$ cat src/rtl/multicycle_control.sv
// Multicycle RV32I sequencing controller: Moore FSM plus instruction decode.
// Drives datapath selects/enables and issues ALU codes; resolves beq from zero.
module multicycle_control (
  input  logic       clk,
  input  logic       rst_n,
  input  logic [6:0] opcode,
  input  logic [2:0] funct3,
  input  logic       funct7b5,
  input  logic       zero,
  output logic [3:0] alu_control,
  output logic [1:0] alu_src_a,
  output logic [1:0] alu_src_b,
  output logic [1:0] result_src,
  output logic [1:0] imm_src,
  output logic       adr_src,
  output logic       ir_write,
  output logic       pc_write,
  output logic       reg_write,
  output logic       mem_write,
  output logic       illegal
);

  typedef enum logic [3:0] {
    FETCH, DECODE, MEMADR, MEMREAD, MEMWB, MEMWRITE,
    EXECUTER, EXECUTEI, ALUWB, BEQ, JAL
  } state_t;

  localparam logic [6:0] OP_LW  = 7'b0000011;
  localparam logic [6:0] OP_SW  = 7'b0100011;
  localparam logic [6:0] OP_R   = 7'b0110011;
  localparam logic [6:0] OP_I   = 7'b0010011;
  localparam logic [6:0] OP_BEQ = 7'b1100011;
  localparam logic [6:0] OP_JAL = 7'b1101111;

  localparam logic [3:0] ALU_ADD = 4'b0010;
  localparam logic [3:0] ALU_SUB = 4'b0110;
  localparam logic [3:0] ALU_AND = 4'b0000;
  localparam logic [3:0] ALU_OR  = 4'b0001;
  localparam logic [3:0] ALU_XOR = 4'b0011;
  localparam logic [3:0] ALU_SLT = 4'b0100;
  localparam logic [3:0] ALU_BAD = 4'b1111;

  localparam logic [1:0] A_PC = 2'b00, A_OLDPC = 2'b01, A_RS1 = 2'b10;
  localparam logic [1:0] B_RS2 = 2'b00, B_IMM = 2'b01, B_FOUR = 2'b10;
  localparam logic [1:0] R_ALUOUT = 2'b00, R_DATA = 2'b01, R_ALURES = 2'b10;

  state_t state, state_nxt, cur;
  logic [3:0] funct_alu;
  logic       funct_bad;
  logic       op_bad;
  logic       op_ri;

  always_ff @(posedge clk) begin
    if (!rst_n) state <= FETCH;
    else        state <= state_nxt;
  end

  // Held in reset, outputs present the FETCH selects regardless of stored state.
  assign cur   = rst_n ? state : FETCH;
  assign op_ri = (opcode == OP_R) || (opcode == OP_I);

  always_comb begin
    op_bad = 1'b1;
    case (opcode)
      OP_LW, OP_SW, OP_R, OP_I, OP_BEQ, OP_JAL: op_bad = 1'b0;
      default:                                  op_bad = 1'b1;
    endcase
  end

  // funct7b5 selects SUB only for R-type; I-type addi ignores it.
  always_comb begin
    funct_alu = ALU_ADD;
    funct_bad = 1'b0;
    case (funct3)
      3'b000:  funct_alu = ((opcode == OP_R) && funct7b5) ? ALU_SUB : ALU_ADD;
      3'b010:  funct_alu = ALU_SLT;
      3'b100:  funct_alu = ALU_XOR;
      3'b110:  funct_alu = ALU_OR;
      3'b111:  funct_alu = ALU_AND;
      default: begin
        funct_alu = ALU_BAD;
        funct_bad = 1'b1;
      end
    endcase
  end

  always_comb begin
    case (opcode)
      OP_SW:   imm_src = 2'b01;
      OP_BEQ:  imm_src = 2'b10;
      OP_JAL:  imm_src = 2'b11;
      default: imm_src = 2'b00;
    endcase
  end

  always_comb begin
    state_nxt   = FETCH;
    alu_control = ALU_ADD;
    alu_src_a   = A_PC;
    alu_src_b   = B_RS2;
    result_src  = R_ALUOUT;
    adr_src     = 1'b0;
    ir_write    = 1'b0;
    pc_write    = 1'b0;
    reg_write   = 1'b0;
    mem_write   = 1'b0;
    illegal     = 1'b0;
    case (cur)
      FETCH: begin
        ir_write   = 1'b1;
        alu_src_a  = A_PC;
        alu_src_b  = B_FOUR;
        result_src = R_ALURES;
        pc_write   = 1'b1;
        state_nxt  = DECODE;
      end
      DECODE: begin
        alu_src_a = A_OLDPC;
        alu_src_b = B_IMM;
        illegal   = op_bad || (op_ri && funct_bad);
        case (opcode)
          OP_LW, OP_SW: state_nxt = MEMADR;
          OP_R:         state_nxt = EXECUTER;
          OP_I:         state_nxt = EXECUTEI;
          OP_BEQ:       state_nxt = BEQ;
          OP_JAL:       state_nxt = JAL;
          default:      state_nxt = FETCH;
        endcase
      end
      MEMADR: begin
        alu_src_a = A_RS1;
        alu_src_b = B_IMM;
        state_nxt = (opcode == OP_LW) ? MEMREAD : MEMWRITE;
      end
      MEMREAD: begin
        result_src = R_ALUOUT;
        adr_src    = 1'b1;
        state_nxt  = MEMWB;
      end
      MEMWB: begin
        result_src = R_DATA;
        reg_write  = 1'b1;
        state_nxt  = FETCH;
      end
      MEMWRITE: begin
        result_src = R_ALUOUT;
        adr_src    = 1'b1;
        mem_write  = 1'b1;
        state_nxt  = FETCH;
      end
      EXECUTER: begin
        alu_src_a   = A_RS1;
        alu_src_b   = B_RS2;
        alu_control = funct_alu;
        state_nxt   = ALUWB;
      end
      EXECUTEI: begin
        alu_src_a   = A_RS1;
        alu_src_b   = B_IMM;
        alu_control = funct_alu;
        state_nxt   = ALUWB;
      end
      ALUWB: begin
        result_src = R_ALUOUT;
        reg_write  = 1'b1;
        state_nxt  = FETCH;
      end
      BEQ: begin
        alu_src_a   = A_RS1;
        alu_src_b   = B_RS2;
        alu_control = ALU_SUB;
        result_src  = R_ALUOUT;
        pc_write    = zero;
        state_nxt   = FETCH;
      end
      JAL: begin
        alu_src_a  = A_OLDPC;
        alu_src_b  = B_FOUR;
        result_src = R_ALUOUT;
        pc_write   = 1'b1;
        state_nxt  = ALUWB;
      end
      default: state_nxt = FETCH;
    endcase
    if (!rst_n) begin
      ir_write  = 1'b0;
      pc_write  = 1'b0;
      reg_write = 1'b0;
      mem_write = 1'b0;
      illegal   = 1'b0;
    end
  end

endmodule

$ cat config.mk
export PLATFORM = sky130hd
export DESIGN_NAME = multicycle_control
export DESIGN_NICKNAME = d
export VERILOG_FILES = /design/src/rtl/multicycle_control.sv
export SDC_FILE = /design/constraint.sdc
export NUM_CORES = 1
export LEC_CHECK = 0
export ABC_AREA = 1
export ABC_CLOCK_PERIOD_IN_PS = 1800
export CORE_MARGIN = 2
export CORE_UTILIZATION = 33
export CTS_BUF_LIST = sky130_fd_sc_hd__clkbuf_2 sky130_fd_sc_hd__clkbuf_4 sky130_fd_sc_hd__clkbuf_8
export DETAILED_ROUTE_END_ITERATION = 8
export PLACE_DENSITY_LB_ADDON = 0.05
export SYNTH_ARGS = -nofsm -noshare
export SYNTH_HDL_FRONTEND = slang
export SYNTH_SLANG_ARGS = --single-unit
$ cat constraint.sdc
create_clock -name clk -period 1.8 [get_ports clk]
set_clock_uncertainty 0.2 [all_clocks]
set_input_delay 0.27 -clock clk [delete_from_list [all_inputs] [get_ports clk]]
set_output_delay 0.27 -clock clk [all_outputs]
set_load 0.05 [all_outputs]
==> summary.txt <==
Critical path
  – Crit Reg-Reg Startpoint: state[2]
  – Worst Path Max Fanout: 4
  – R2R depth: 7
  – Req. time, crit path: 1.33 ns
  – CP Class: flip-flop to primary output
  – Critical Path Start Type: flip-flop
  – Reg2reg setup slack: 0.29 ns
  – Critical path endpoint category: primary output
  – Worst EP arrival: about 1.5 ns
  – R2R Path End: state[3]

Placement
  – DP Wirelength: roughly 1600 um
  – DP Worst Slack: -0.374 ns
  – Post-Place Cell Area: 1280 um^2
  – # port buffers: 31
  – Global placement routability congestion: 0.905

CTS
  – CTS sink count: 4
  – Clock Tree Root: clkbuf_4
  – CTS H-tree depth: 1
  – Clock Tree Buf Depth: 2
  – Clock transition at the registers of the reported paths: 0.05 ns
  – Inserted Clock Buffers: 3
  – Clk Latency, worst-skew pair: 0.25 ns
  – CTS tree: done

Cells and area
  – Layout area overhead: 159%
  – Fillers: 88
  – Layout cell share with drive strength beyond 1: 59.2%
  – Biggest register: state
  – Flip-flop count of the largest register after layout: 4
  – NumNets Final: 185
  – Final instance area: 1480 um^2
  – Largest registers in the final layout: state: 4 flops
  – Ant diodes: 0

STA
  – Fin worst setup slack: -0.123 ns
  – Slew Limit Fails: 0
  – Final worst-path cycle share: 107%
  – Min cycle time layout: 1.92 ns
  – Worst Max-Slew Pin Slew: 0.287 ns
  – Max_slew headroom: 80.8%
  – RSZ-0062 raised after global routing: true
  – Final setup viols: 11
  – Final Hold Fails: 0
  – Fin Hold WS: 0.404 ns
  – Achievable clock frequency: 520 MHz

Floorplanning
  – Die H: between 40 and 50 um
  – Die area: 2090 um^2
  – Die W: around 46 um
  – Core Rows: 15
  – IO Pins: 32
  – Area of the core: 1670 um^2
  – Initial Utilization: between 30 and 40%

Power and ir drop
  – Pint: 0.000268 W
  – PD cells: 295 nW/um^2
  – Clock share of power: 27.7%
  – Maximum vdd drop: 0.505 mV
  – Net Switching: 0.000170 W
  – Flop pwr share: 21.3%
  – Sw frac: between 30 and 40%
  – Leak Pwr: roughly 0.74 nW
  – Comb power frac: 51.0%

Global route
  – Initial antenna violation count: 0
  – First-pass GRT wire length: 3770 um
  – Total GRT Usage: 24.9%
  – Vias in the first global route: 906
  – Largest net degree at the start of global routing: 7
  – Grt total ovfl: 0

Min path
  – Hold Startpoint: opcode[6]
  – Hold Path Class: input pin to flip-flop
  – Worst hold path cell count: 5
  – Min-Delay Endpoint: state[0]

Outcome
  – Status: complete, but fails checks
  – Failing checks: setup timing

Detailed routing
  – Vias: between 800 and 900
  – Routed Antenna Nets: 0
  – Drt pass-1 iters: 4
  – Post-DR vias/cell: 4.77
  – Avg WL per Cell: 12.5 um
  – DRC violations left: 0
  – Drt total wl: 2320 um
  – Starting DRT DRC Count: 10

Logic synthesis
  – Syn Nets: 120
  – YS warnings: 0
  – Mapped Cells: 106
  – Post-synthesis sequential area ratio: around 14%
  – Ranking of synthesized cells by area: inv_1 14%, nand2_1 14%, dfxtp_1 14%
  – Synthesized flop and latch total: 4
  – Cell area after synthesis: between 500 and 600 um^2
  – Netlist cell types: 22
  – Synth top area share: 14.4%
  – Syn_area_per_cell: 5.41 um^2
  – Synth area leader: inv_1

Job
  – Max-cap violation count: 0
logic make-up after synthesis:
family	count (synthesis)	share of synthesized area (%)
AND/OR/NAND/NOR	65	55.2
AO/OA/AOI/OAI	13	13.8
flip-flops	4	14.0
buffers and inverters	24	17.0
cell usage in the layout (no fill, tap or decap), drive strengths merged:
cell,synthesis,routed
o311ai,1,1
a21oi,6,6
nand3,14,14
clkbuf,0,4
o211ai,1,1
or2,2,2
clkdlybuf4s50,0,2
nor2,20,20
o21ai,5,5
buf,1,48
nand3b,2,2
nand2,26,26
nand4,1,1
inv,23,23
dlygate4sd2,0,9
dfxtp,4,4
dlymetal6s2s,0,1
how the worst max path moves through the flow:
stage / start / endpoint / slack [ns]
after floorplan: state[2] / pc_write / 0.001
after global placement: rst_n / alu_control[2] / -0.35
after detailed placement: rst_n / alu_control[2] / -0.37
after CTS: state[2] / alu_control[2] / -0.10
after global routing: state[2] / pc_write / -0.19
final: state[2] / pc_write / -0.12
through the flow:
stage	util, %	instances	power [W]	TNS (ns)
finish	88.8	186	0.000438	-0.793
global route	88.8	186	0.000458	-1.68
CTS	84.5	183	0.000430	-0.583
detailed placement	76.9	177	0.000299	-4.43
global placement	76.9	177	0.000295	-4.28
floorplan	-	106	0.000189	0
cells in the mapped netlist:
| cell type | n |
|---|---|
| nor2_2 | 2 |
| nand3_2 | 1 |
| o211ai_1 | 1 |
| a21oi_1 | 5 |
| inv_2 | 1 |
| nand2_2 | 4 |
| inv_1 | 22 |
| o311ai_0 | 1 |
| buf_6 | 1 |
| or2_2 | 1 |
| dfxtp_1 | 4 |
| nor2_1 | 17 |
| o21ai_2 | 1 |
| or2_1 | 1 |
| nand4_1 | 1 |
| o21ai_0 | 4 |
| nand3_1 | 12 |
| nand2_1 | 22 |
| nand3b_1 | 2 |
| a21oi_2 | 1 |
| nor2_4 | 1 |
| nand3_4 | 1 |
final cells by class:
cell class / count / area [um^2] / area share (%)
clock buffers: 3 / 22.5 / 1.52
inverters: 23 / 86.3 / 5.82
multi-input cells: 78 / 549 / 37.0
flip-flops and latches: 4 / 90.1 / 6.07
well taps: 17 / 21.3 / 1.43
repair buffers: 61 / 714 / 48.1
per-layer routing:
| layer | vias up | track usage [%] | part of all wire (%) |
|---|---|---|---|
| met5 | - | 0 | 0 |
| met4 | 0 | 9.41 | 2.2 |
| met3 | 6 | 4.37 | 5.0 |
| met2 | 31 | 40.0 | 52 |
| met1 | 389 | 32.9 | 41 |
| li1 | 461 | - | - |
worst max-delay path: stages (launching register included):
cell and delay, ns:
dfxtp_4 0.35, nand3b_1 0.25, nor2_4 0.16, buf_4 0.14, a21oi_4 0.06, nor2_4 0.10
buf_12 0.14
repair_timing:
item,in CTS,in global routing
resized for setup,44,16
hold buffers,0,0
setup buffers,2,3
setup endpoints to repair,18,17
cloned,1,0
hold endpoints to repair,0,0
pin swaps,8,4
power groups by stage:
stage / sequential, W / combinational [W] / clock, W
floorplan: 0.0000947 / 0.0000944 / 0
detailed placement: 0.0000954 / 0.000203 / 0
global placement: 0.0000953 / 0.000200 / 0
finish: 0.0000932 / 0.000223 / 0.000121
CTS: 0.0000936 / 0.000214 / 0.000123
global route: 0.0000933 / 0.000237 / 0.000128
Note: power is estimated with default switching activity, not from simulation.
